## config.mk

```make
export PLATFORM = sky130hd
export DESIGN_NAME = display_timings
export DESIGN_NICKNAME = d
export VERILOG_FILES = /design/src/rtl/display_timings.sv
export SDC_FILE = /design/constraint.sdc
export NUM_CORES = 1
export LEC_CHECK = 0
export ABC_AREA = 0
export BUFFER_PORTS_ARGS = -buffer_cell sky130_fd_sc_hd__buf_2
export CAP_MARGIN = 20
export CORE_ASPECT_RATIO = 1.1
export CORE_MARGIN = 5
export CORE_UTILIZATION = 45
export DETAILED_ROUTE_END_ITERATION = 10
export PLACE_DENSITY_LB_ADDON = 0.05
export SYNTH_ARGS = -nofsm -noshare
export SYNTH_HDL_FRONTEND = slang
export SYNTH_SLANG_ARGS = --single-unit
```

## constraint.sdc

```tcl
create_clock -name clk_pix -period 6 [get_ports clk_pix]
set_clock_uncertainty 0.2 [all_clocks]
set_input_delay 1.2 -clock clk_pix [delete_from_list [all_inputs] [get_ports clk_pix]]
set_output_delay 1.2 -clock clk_pix [all_outputs]
set_load 0.01 [all_outputs]
```

## src/rtl/display_timings.sv

```systemverilog
// Parametrised raster timing generator: screen position, syncs, data enable,
// line/frame strobes, frame counter and a delayed sync/de copy for pixel pipelines.
module display_timings #(
    parameter int unsigned CORDW      = 10,
    parameter int unsigned H_RES      = 640,
    parameter int unsigned H_FP       = 16,
    parameter int unsigned H_SYNC     = 96,
    parameter int unsigned H_BP       = 48,
    parameter int unsigned V_RES      = 480,
    parameter int unsigned V_FP       = 10,
    parameter int unsigned V_SYNC     = 2,
    parameter int unsigned V_BP       = 33,
    parameter bit          H_POL      = 1'b0,
    parameter bit          V_POL      = 1'b0,
    parameter int unsigned PIPE_DELAY = 2,
    parameter int unsigned FCW        = 16
) (
    input  logic             clk_pix,
    input  logic             rst_pix,
    output logic [CORDW-1:0] sx,
    output logic [CORDW-1:0] sy,
    output logic             hsync,
    output logic             vsync,
    output logic             de,
    output logic             line,
    output logic             frame,
    output logic [FCW-1:0]   frame_count,
    output logic             hsync_d,
    output logic             vsync_d,
    output logic             de_d
);

    localparam int unsigned H_TOTAL = H_RES + H_FP + H_SYNC + H_BP;
    localparam int unsigned V_TOTAL = V_RES + V_FP + V_SYNC + V_BP;
    localparam int unsigned HS_STA  = H_RES + H_FP;
    localparam int unsigned HS_END  = HS_STA + H_SYNC - 1;
    localparam int unsigned VS_STA  = V_RES + V_FP;
    localparam int unsigned VS_END  = VS_STA + V_SYNC - 1;

    localparam longint unsigned COORD_CAP = 64'd1 << CORDW;

    localparam logic [CORDW-1:0] H_LAST   = CORDW'(H_TOTAL - 1);
    localparam logic [CORDW-1:0] V_LAST   = CORDW'(V_TOTAL - 1);
    localparam logic [CORDW-1:0] H_RES_C  = CORDW'(H_RES);
    localparam logic [CORDW-1:0] V_RES_C  = CORDW'(V_RES);
    localparam logic [CORDW-1:0] HS_STA_C = CORDW'(HS_STA);
    localparam logic [CORDW-1:0] HS_END_C = CORDW'(HS_END);
    localparam logic [CORDW-1:0] VS_STA_C = CORDW'(VS_STA);
    localparam logic [CORDW-1:0] VS_END_C = CORDW'(VS_END);

    // Delay-line word is {hsync, vsync, de}; idle value is syncs inactive, de low.
    localparam int unsigned DLY_W    = 3;
    localparam logic [DLY_W-1:0] DLY_IDLE = {~H_POL, ~V_POL, 1'b0};

    generate
        if (64'(H_TOTAL - 1) >= COORD_CAP || 64'(V_TOTAL - 1) >= COORD_CAP) begin : g_cordw_too_small
            $error("display_timings: CORDW too narrow for H_TOTAL/V_TOTAL");
        end
    endgenerate

    logic [CORDW-1:0] sx_n;
    logic [CORDW-1:0] sy_n;
    logic             hsync_n;
    logic             vsync_n;
    logic             de_n;
    logic             line_n;
    logic             frame_n;

    // Next position and its decode, so every output pin comes straight from a flop.
    always_comb begin
        sx_n    = sx + CORDW'(1);
        sy_n    = sy;
        if (sx == H_LAST) begin
            sx_n = '0;
            sy_n = (sy == V_LAST) ? '0 : sy + CORDW'(1);
        end
        hsync_n = ((sx_n >= HS_STA_C) && (sx_n <= HS_END_C)) ? H_POL : ~H_POL;
        vsync_n = ((sy_n >= VS_STA_C) && (sy_n <= VS_END_C)) ? V_POL : ~V_POL;
        de_n    = (sx_n < H_RES_C) && (sy_n < V_RES_C);
        line_n  = (sx_n == '0);
        frame_n = line_n && (sy_n == '0);
    end

    always_ff @(posedge clk_pix or posedge rst_pix) begin
        if (rst_pix) begin
            sx          <= H_LAST;
            sy          <= V_LAST;
            hsync       <= ~H_POL;
            vsync       <= ~V_POL;
            de          <= 1'b0;
            line        <= 1'b0;
            frame       <= 1'b0;
            frame_count <= '1;
        end else begin
            sx    <= sx_n;
            sy    <= sy_n;
            hsync <= hsync_n;
            vsync <= vsync_n;
            de    <= de_n;
            line  <= line_n;
            frame <= frame_n;
            if (frame_n) begin
                frame_count <= frame_count + FCW'(1);
            end
        end
    end

    generate
        if (PIPE_DELAY == 0) begin : g_no_delay
            assign hsync_d = hsync;
            assign vsync_d = vsync;
            assign de_d    = de;
        end else begin : g_delay
            logic [DLY_W-1:0] pipe [PIPE_DELAY];

            always_ff @(posedge clk_pix or posedge rst_pix) begin
                if (rst_pix) begin
                    for (int unsigned i = 0; i < PIPE_DELAY; i++) begin
                        pipe[i] <= DLY_IDLE;
                    end
                end else begin
                    pipe[0] <= {hsync, vsync, de};
                    for (int unsigned i = 1; i < PIPE_DELAY; i++) begin
                        pipe[i] <= pipe[i-1];
                    end
                end
            end

            assign {hsync_d, vsync_d, de_d} = pipe[PIPE_DELAY-1];
        end
    endgenerate

endmodule

```

==> results of run 1 <==
==> state kept, by name, indices dropped and copies added (netlist names) <==
name,count
sx,10
vsync_d,1
line,1
vsync,1
frame_count,16
de_d,1
frame,1
g_delay.pipe,3
sy,10
de,1
hsync,1
hsync_d,1
==> critical path: stages, from the launching register on <==
cell	delay, ns
dfstp_2	0.59
ha_1	0.26
and4_1	0.26
nand4_2	0.19
a21o_1	0.22
a22o_2	0.21
nor4_2	0.34
and4bb_2	0.45
mux2_2	0.37
==> where the power goes <==
part	internal, mW	switching [mW]	leakage, nW
clock	0.0815	0.105	0.0412
sequential	0.318	0	0.521
combinational	0.00211	0.00619	0.701
==> cells in the mapped netlist (2+ instances only) <==
library cell | number | area share
a211oi_1 | 2 | 0.0060
a21o_1 | 4 | 0.012
a21oi_1 | 2 | 0.0040
a22o_2 | 2 | 0.0080
and2_1 | 2 | 0.0050
and3_1 | 5 | 0.013
and3_2 | 2 | 0.0060
and4_1 | 2 | 0.0070
buf_4 | 2 | 0.0060
buf_6 | 2 | 0.0090
clkbuf_1 | 2 | 0.0030
dfrtp_1 | 15 | 0.15
dfstp_2 | 32 | 0.34
ha_1 | 5 | 0.025
inv_1 | 9 | 0.014
nand2_1 | 27 | 0.041
nand3_1 | 10 | 0.020
nand4_1 | 5 | 0.013
nand4_2 | 4 | 0.020
nor2_1 | 11 | 0.017
nor3_1 | 9 | 0.018
nor4_1 | 4 | 0.010
o211ai_1 | 2 | 0.0060
o21ai_0 | 6 | 0.012
o31ai_1 | 3 | 0.0090
or2_4 | 2 | 0.0070
or3_1 | 2 | 0.0050
xnor2_1 | 19 | 0.067
xor2_1 | 9 | 0.032
==> routing by layer <==
layer  part of all wire  global-route usage  vias to the layer above
met4              0.019              0.0614                        0
met1               0.48               0.203                      930
li1                   -                   -                      912
met3              0.040              0.0309                       10
met5                  0                   0                        -
met2               0.46               0.246                       39
==> worst max-delay path by stage <==
| stage | slack [ns] | from | depth (start not counted) | endpoint |
|---|---|---|---|---|
| global placement | 2.92 | sx[0]$_DFF_PP1_ | 8 | frame_count[1]$_DFFE_PP1P_ |
| global route | 2.62 | sx[0]$_DFF_PP1_ | 9 | frame_count[9]$_DFFE_PP1P_ |
| CTS | 2.80 | sx[0]$_DFF_PP1_ | 8 | frame_count[1]$_DFFE_PP1P_ |
| finish | 2.84 | sx[0]$_DFF_PP1_ | 8 | frame_count[1]$_DFFE_PP1P_ |
| detailed placement | 2.82 | sx[0]$_DFF_PP1_ | 8 | frame_count[1]$_DFFE_PP1P_ |
| floorplan | 3.08 | sx[0]$_DFF_PP1_ | 8 | frame_count[14]$_DFFE_PP1P_ |
==> area by class of cell <==
type / count / area share
clock buffers: 6 / 0.0252
multi-input cells: 168 / 0.413
well taps: 75 / 0.0326
clock inverters: 2 / 0.00435
flip-flops and latches: 47 / 0.423
inverters: 9 / 0.0117
repair buffers: 47 / 0.0905
==> cells by family after synthesis <==
group / after synthesis / share of synthesized area
buf+inv: 17 / 0.0390
fa+ha+maj: 5 / 0.0250
mux: 1 / 0.00450
simple gates: 102 / 0.252
compound gates: 32 / 0.0951
flops: 47 / 0.486
xor+xnor: 28 / 0.0981
==> out/results.ini, run 1 <==
[cts]
clockBufferDepth = 2
ctsResizeCount = 0
cts_hold_buf = 0
clk_pin_slew_ns = 0.08
cts-root-buf = clkbuf_8
htreeDepth = 2
worstSkewPairLatency_ns = 0.30
cts_buffers = 5
cts.sinks = 47
post-cts-setup-buffers = 0
cts_tree = yes

[finish]
seq_area_mm2 = 0.00122
final_cell_mix = buf_2, dfstp_2, nand2_1
fillers = 521
synthToLayoutAreaGrowth_pct = 15.0
fin_nets = 285
antennaDiodeCount = 0
multi_input_area_mm2 = 0.00119
finish.instance_area_mm2 = 0.00288
drive_gt1_frac = 0.398
final_core_utilization = 0.533
final_common_cell = buf_2
stdcell_count = 354

[outcome]
run_status = complete, no violations

[logic_synthesis]
syn_area_per_cell_um2 = 10.8
synth_edf_count = 0
async_flop_share = 1.00
synth_cell_types = 60
synthesis.nets = 239
synthFlopType = dfstp_2
yosysWarnings = 0
synth-seq-cells = 47
synthCells = 232
netlist_area_mm2 = 0.00250
yosysSeqAreaShare = 0.486

[route]
dr_total_vias = 1891
drt-pass1-iter-count = 4
vias_per_cell = 5.34
wirelength_um = 5090
drt_iter0_markers = 75
drt.antenna.violating_nets = 0
route.detailed.drc = 0
post_drt_wl_per_cell_um = 14.4

[die]
start_util = 0.463
num_rows = 28
design.core.area_mm2 = 0.00540
die_h_um = 88.2
num_io_pins = 46
fp.dieW_um = 81.1
die_area_mm2 = 0.00715

[setup_path]
critPathArrivalTime_ns = 3.19
worstPathMaxFanout = 12
r2r_end = frame_count[1]$_DFFE_PP1P_
cp-start-kind = flip-flop
worstPathRequired_ns = 6.03
critPathKind = reg2reg
reg2reg_from = sx[0]$_DFF_PP1_
reg2reg_slack_ns = 2.84
reg2reg_depth = 8
end_kind = flip-flop

[sta]
rsz0062_at_grt = no
slew_viol_final = 0
slew_headroom = 0.546
holdWs_ns = 0.161
worst_pin_slew_ns = 0.674
hold_viol_final = 0
fmax_ghz = 0.316
period_share = 0.527
finalSetupViolations = 0
fin_ws_ns = 2.84
final.setup.tns_ns = 0
post-route-min-period_ns = 3.16

[pwr]
ir_drop_v = 0.000125
total_power_uw = 512
p_leak_nw = 1.26
powerDensity_mw_per_mm2 = 178

[global_route]
grt_first_pass_wirelength_um = 8640
grt_max_degree = 48
antenna_found_initial = 0
grt_usage = 0.154
grt_pass1_vias = 1860
grt-ovfl-total = 0

[worst_hold_path]
hold-path-endpoint = vsync_d$_DFF_PP1_
min_path_type = reg2reg
worstHoldStart = g_delay.pipe[4]$_DFF_PP1_
holdPathStages = 0

[place]
gp_congestion = 0.850
dp.cells = 345
place_hpwl_um = 3720
port_buffers = 45
place_ws_ns = 2.82
dpl_cell_area_mm2 = 0.00276

[run]
cap_violations = 0

No activity file was read; power rests on OpenSTA's default activity.
==> run 2, diff against run 1 <==
==> constraint.sdc (replaced) <==
create_clock -name clk_pix -period 3.3 [get_ports clk_pix]
set_clock_uncertainty 0.2 [all_clocks]
set_input_delay 0.66 -clock clk_pix [delete_from_list [all_inputs] [get_ports clk_pix]]
set_output_delay 0.66 -clock clk_pix [all_outputs]
set_load 0.01 [all_outputs]
==> out/results.ini, run 2 (synthesized netlist as in run 1, its figures left out) <==
[outcome]
run_status = complete, no violations

[global_route]
grt_max_degree = 48  ; unchanged
grt-ovfl-total = 0  ; unchanged
grt_first_pass_wirelength_um = 8690  ; +0.65%
antenna_found_initial = 0  ; unchanged
grt_pass1_vias = 1820  ; -2.2%
grt_usage = 0.156  ; +0.00217

[route]
highest_layer = met4
drt-pass1-iter-count = 4  ; unchanged
post_drt_wl_per_cell_um = 14.6  ; +1.3%
route.detailed.drc = 0  ; unchanged
wl_met3_um = 251  ; +24%
dr_total_vias = 1861  ; -1.6%
drt.antenna.violating_nets = 0  ; unchanged
wirelength_um = 5190  ; +1.8%
drt_iter0_markers = 111  ; +48%
wl_met1_um = 2410  ; -0.74%
dr_wl_met2_um = 2480  ; +4.9%
vias_per_cell = 5.23  ; -2.1%

[sta]
hold_viol_final = 0  ; unchanged
fmax_ghz = 0.327  ; +3.4%
slew_viol_final = 0  ; unchanged
final.setup.tns_ns = 0  ; unchanged
fin_ws_ns = 0.244  ; -2.59 ns
rsz0062_at_grt = no
period_share = 0.926  ; +0.399
slew_headroom = 0.706  ; +0.160
worst_pin_slew_ns = 0.440  ; -0.234 ns
post-route-min-period_ns = 3.06  ; -0.105 ns
holdWs_ns = 0.156  ; -0.00432 ns
finalSetupViolations = 0  ; unchanged

[place]
gp_congestion = 0.853  ; +0.38%
place_hpwl_um = 3770  ; +1.4%
place_ws_ns = 0.149  ; -2.67 ns
port_buffers = 45  ; unchanged
dp.cells = 346  ; +0.29%

[finish]
fillers = 518  ; -0.58%
top_register = frame_count
final_common_cell = buf_2
largest_reg_flops = 16  ; unchanged
stdcell_count = 356  ; +0.56%
antennaDiodeCount = 0  ; unchanged
drive_gt1_frac = 0.406  ; +0.00784
largestRegisters = frame_count (16), sx (10), sy (10)
final_cell_mix = buf_2, dfstp_2, nand2_1
synthToLayoutAreaGrowth_pct = 16.4
fin_nets = 287  ; +0.70%

[cts]
cts_buffers = 5  ; unchanged
clockBufferDepth = 2  ; unchanged
cts_tree = yes
cts_hold_buf = 0  ; unchanged
cts.sinks = 47  ; unchanged
cts-root-buf = clkbuf_8
htreeDepth = 2  ; unchanged
clk_pin_slew_ns = 0.09  ; about the same
worstSkewPairLatency_ns = 0.30  ; about the same

[setup_path]
cp_cell_sequence = ha_4, nand4_4, or3_4, nor3_4, o22ai_1, nor4_2, and4bb_4, mux2_2
critPathArrivalTime_ns = 3.09  ; -0.10 ns
crit_buf_inv = 0  ; unchanged
max_stage_delay_ns = 0.60  ; about the same
cp-start-kind = flip-flop
slowest_stage = dfstp_2
reg2reg_slack_ns = 0.24  ; -2.59 ns
worstPathMaxFanout = 12  ; unchanged
critPathKind = reg2reg
crit_family = simple AND/OR/NAND/NOR gates
end_kind = flip-flop
worstPathRequired_ns = 3.33  ; -2.70 ns

[die]
num_rows = 28  ; unchanged
die_area_mm2 = 0.00715  ; unchanged
design.core.area_mm2 = 0.00540  ; unchanged
start_util = 0.463  ; unchanged
die_h_um = 88.2  ; unchanged
fp.dieW_um = 81.1  ; unchanged
num_io_pins = 46  ; unchanged

[pwr]
p_leak_nw = 1.30  ; +3.0%
total_power_uw = 936  ; +83%
ir_drop_v = 0.000190  ; +52%
powerDensity_mw_per_mm2 = 322  ; +81%

[run]
cap_violations = 0  ; unchanged

[worst_hold_path]
min_path_type = in2async

-- run 2: cell types whose count changed in the layout (fill, tap and decap cells not counted), sizes merged --
cell      previous run  this run
buf                 47        49
clkinv               1         2
clkinvlp             1         0
-- run 2: layout make-up --
| class | count | area (um^2) | share of cell area |
|---|---|---|---|
| clock buffers | 6 | 72.6 | 0.0249 |
| repair buffers | 49 | 268 | 0.0920 |
| clock inverters | 2 | 13.8 | 0.00473 |
| well taps | 75 | 93.8 | 0.0323 |
| multi-input cells | 168 | 1210 | 0.416 |
| flip-flops and latches | 47 | 1220 | 0.418 |
| inverters | 9 | 33.8 | 0.0116 |
-- run 2: final timing paths --
path | depth (start not counted) | start | endpoint
max | 8 | sx[0]$_DFF_PP1_ | frame_count[1]$_DFFE_PP1P_
min | 2 | rst_pix | sy[6]$_DFF_PP0_
max reg2reg | 8 | sx[0]$_DFF_PP1_ | frame_count[1]$_DFFE_PP1P_
min reg2reg | 0 | g_delay.pipe[3]$_DFF_PP0_ | de_d$_DFF_PP0_
max in group asynchronous | 3 | rst_pix | sy[3]$_DFF_PP1_
min in group clk_pix | 0 | g_delay.pipe[3]$_DFF_PP0_ | de_d$_DFF_PP0_
-- run 2: stage by stage --
stage | util | cell area [um^2]
6_report | 0.539 | 2910
5_1_grt | 0.539 | 2910
4_1_cts | 0.529 | 2860
3_5_place_dp | 0.513 | 2770
3_3_place_gp | 0.513 | 2770
2_1_floorplan | - | 2500
-- run 2: layer usage --
layer / global-route usage / up-vias
met1: 0.211 / 896
met5: 0 / -
met3: 0.0329 / 4
met2: 0.249 / 37
met4: 0.0507 / 0
li1: - / 924
-- run 2: report_power, final --
group,total (mW),internal [mW],switching [mW]
sequential,0.578,0.578,0
combinational,0.0141,0.00291,0.0112
clock,0.344,0.150,0.194
-- run 2: timing repair --
item,4_1_cts,5_1_grt
setup buffers,0,1
hold endpoints to repair,0,0
gates resized for setup,0,4
endpoints found under the setup margin,0,10
==> run 3, diff against run 2 <==
--- a/config.mk
+++ b/config.mk
@@ -12,7 +12,8 @@
 export CORE_MARGIN = 5
 export CORE_UTILIZATION = 45
 export DETAILED_ROUTE_END_ITERATION = 10
-export PLACE_DENSITY_LB_ADDON = 0.05
+export PLACE_DENSITY = 0.67
+export RECOVER_POWER = 25
 export SYNTH_ARGS = -nofsm -noshare
 export SYNTH_HDL_FRONTEND = slang
 export SYNTH_SLANG_ARGS = --single-unit
==> constraint.sdc (replaced) <==
create_clock -name clk_pix -period 3.95 [get_ports clk_pix]
set_clock_uncertainty 0.2 [all_clocks]
set_input_delay 0.79 -clock clk_pix [delete_from_list [all_inputs] [get_ports clk_pix]]
set_output_delay 0.79 -clock clk_pix [all_outputs]
set_load 0.01 [all_outputs]
==> out/results.ini, run 3 (synthesized netlist as in run 1, its figures left out) <==
[sta]
slew_headroom = -0.125  ; -0.831
hold_viol_final = 0  ; unchanged
period_share = 0.805  ; -0.121
holdWs_ns = 0.152  ; -0.00444 ns
finalSetupViolations = 0  ; unchanged
fmax_ghz = 0.315  ; -3.9%
rsz0062_at_grt = no
slew_viol_final = 48  ; +48
worst_pin_slew_ns = 1.69  ; +1.25 ns
post-route-min-period_ns = 3.18  ; +0.123 ns
final.setup.tns_ns = 0  ; unchanged

[setup_path]
cp-start-kind = flip-flop
worstPathRequired_ns = 3.99  ; +0.66 ns
reg2reg_depth = 8  ; unchanged
worstPathMaxFanout = 12  ; unchanged
end_kind = flip-flop
reg2reg_from = sx[0]$_DFF_PP1_
reg2reg_slack_ns = 0.77  ; +0.53 ns
critPathKind = reg2reg
critPathArrivalTime_ns = 3.22  ; +0.13 ns
r2r_end = frame_count[1]$_DFFE_PP1P_
slowest_stage = dfstp_1
max_stage_delay_ns = 0.61  ; about the same
cp_cell_sequence = ha_1, nand4_2, or3_4, nor3_4, o22ai_1, nor4_2, and4bb_2, mux2_2

[route]
drt_iter0_markers = 98  ; -12%
dr_total_vias = 1846  ; -0.81%
drt-pass1-iter-count = 4  ; unchanged
vias_per_cell = 5.23  ; about the same
route.detailed.drc = 0  ; unchanged
drt.antenna.violating_nets = 0  ; unchanged
wirelength_um = 5130  ; -1.1%
post_drt_wl_per_cell_um = 14.5  ; -0.30%

[place]
place_hpwl_um = 3790  ; +0.47%
gp_congestion = 0.828  ; -2.9%
port_buffers = 45  ; unchanged

[die]
num_rows = 28  ; unchanged
fp.dieW_um = 81.1  ; unchanged
start_util = 0.463  ; unchanged
die_area_mm2 = 0.00715  ; unchanged
design.core.area_mm2 = 0.00540  ; unchanged
die_h_um = 88.2  ; unchanged
num_io_pins = 46  ; unchanged

[outcome]
violations = capacitance limit, slew limit
run_status = finished with violations

[pwr]
powerDensity_mw_per_mm2 = 280  ; -13%
p_leak_nw = 1.26  ; -3.4%
total_power_uw = 802  ; -14%
ir_drop_v = 0.000134  ; -30%

[worst_hold_path]
hold-path-endpoint = de_d$_DFF_PP0_
holdPathStages = 0
min_path_type = reg2reg
worstHoldStart = g_delay.pipe[3]$_DFF_PP0_

[cts]
clockBufferDepth = 2  ; unchanged
worstSkewPairLatency_ns = 0.30  ; about the same
cts_tree = yes
cts-root-buf = clkbuf_8
htreeDepth = 2  ; unchanged
ctsResizeCount = 0  ; unchanged
cts_buffers = 5  ; unchanged
cts.sinks = 47  ; unchanged
cts_hold_buf = 0  ; unchanged
post-cts-setup-buffers = 0  ; unchanged
clk_pin_slew_ns = 0.09  ; about the same

[finish]
final_cell_mix = buf_2, dfstp_2, nand2_1
fin_nets = 284  ; -1.0%
final_common_cell = buf_2
largestRegisters = frame_count (16), sx (10), sy (10)
largest_reg_flops = 16  ; unchanged
antennaDiodeCount = 0  ; unchanged
final_core_utilization = 0.530  ; -0.00881
top_register = frame_count
drive_gt1_frac = 0.392  ; -0.0136
synthToLayoutAreaGrowth_pct = 14.5

[global_route]
grt_pass1_vias = 1784  ; -2.0%
grt-ovfl-total = 0  ; unchanged
grt_usage = 0.156  ; +0.000383
grt_max_degree = 48  ; unchanged
antenna_found_initial = 0  ; unchanged
grt_first_pass_wirelength_um = 8600  ; -1.0%

[run]
cap_violations = 1  ; +1

## run 3: worst max-delay path by stage
stage                                from                     endpoint  slack (ns)  depth (start not counted)
after global routing      sx[0]$_DFF_PP1_  frame_count[14]$_DFFE_PP1P_        0.53                          9
after CTS                 sx[0]$_DFF_PP1_   frame_count[1]$_DFFE_PP1P_        0.77                          8
after floorplan           sx[0]$_DFF_PP1_  frame_count[14]$_DFFE_PP1P_        1.03                          8
after detailed placement  sx[0]$_DFF_PP1_   frame_count[1]$_DFFE_PP1P_        0.80                          8
final                     sx[0]$_DFF_PP1_   frame_count[1]$_DFFE_PP1P_        0.77                          8
after global placement    sx[0]$_DFF_PP1_   frame_count[1]$_DFFE_PP1P_        0.90                          8
## run 3: layout make-up
type | count | area, um^2
multi-input combinational | 168 | 1190
clock inverter | 2 | 16.3
sequential | 47 | 1220
inverter | 9 | 33.8
fill | 525 | 2530
timing repair buffer | 46 | 233
clock buffer | 6 | 82.6
tap | 75 | 93.8
## run 3: power by group
group / total [mW] / switching, mW / internal [mW]
Combinational: 0.00904 / 0.00866 / 0.000382
Clock: 0.311 / 0.168 / 0.143
Sequential: 0.483 / 0 / 0.483
## run 3: per-stage QoR
stage          std cells  cell area (um^2)  worst slack, ns
2_1_floorplan        232              2500             1.03
3_3_place_gp         345              2760            0.901
3_5_place_dp         345              2760            0.803
4_1_cts              353              2860            0.774
5_1_grt              353              2860            0.529
6_report             353              2860            0.771
## run 3: routing by layer
layer | GRT usage | vias up | part of all wire
met5 | 0 | - | 0
met4 | 0.0676 | 0 | 0.017
met3 | 0.0298 | 6 | 0.034
met2 | 0.245 | 33 | 0.48
met1 | 0.210 | 895 | 0.46
li1 | - | 912 | -
## run 3: critical path, delay by kind of cell, from the launching register on
family	cells	cell delay (ns)
AND/OR/NAND/NOR	5	1.54
flip-flops	1	0.61
multiplexers	1	0.36
adder cells (fa/ha/maj)	1	0.28
AO/OA/AOI/OAI	1	0.12
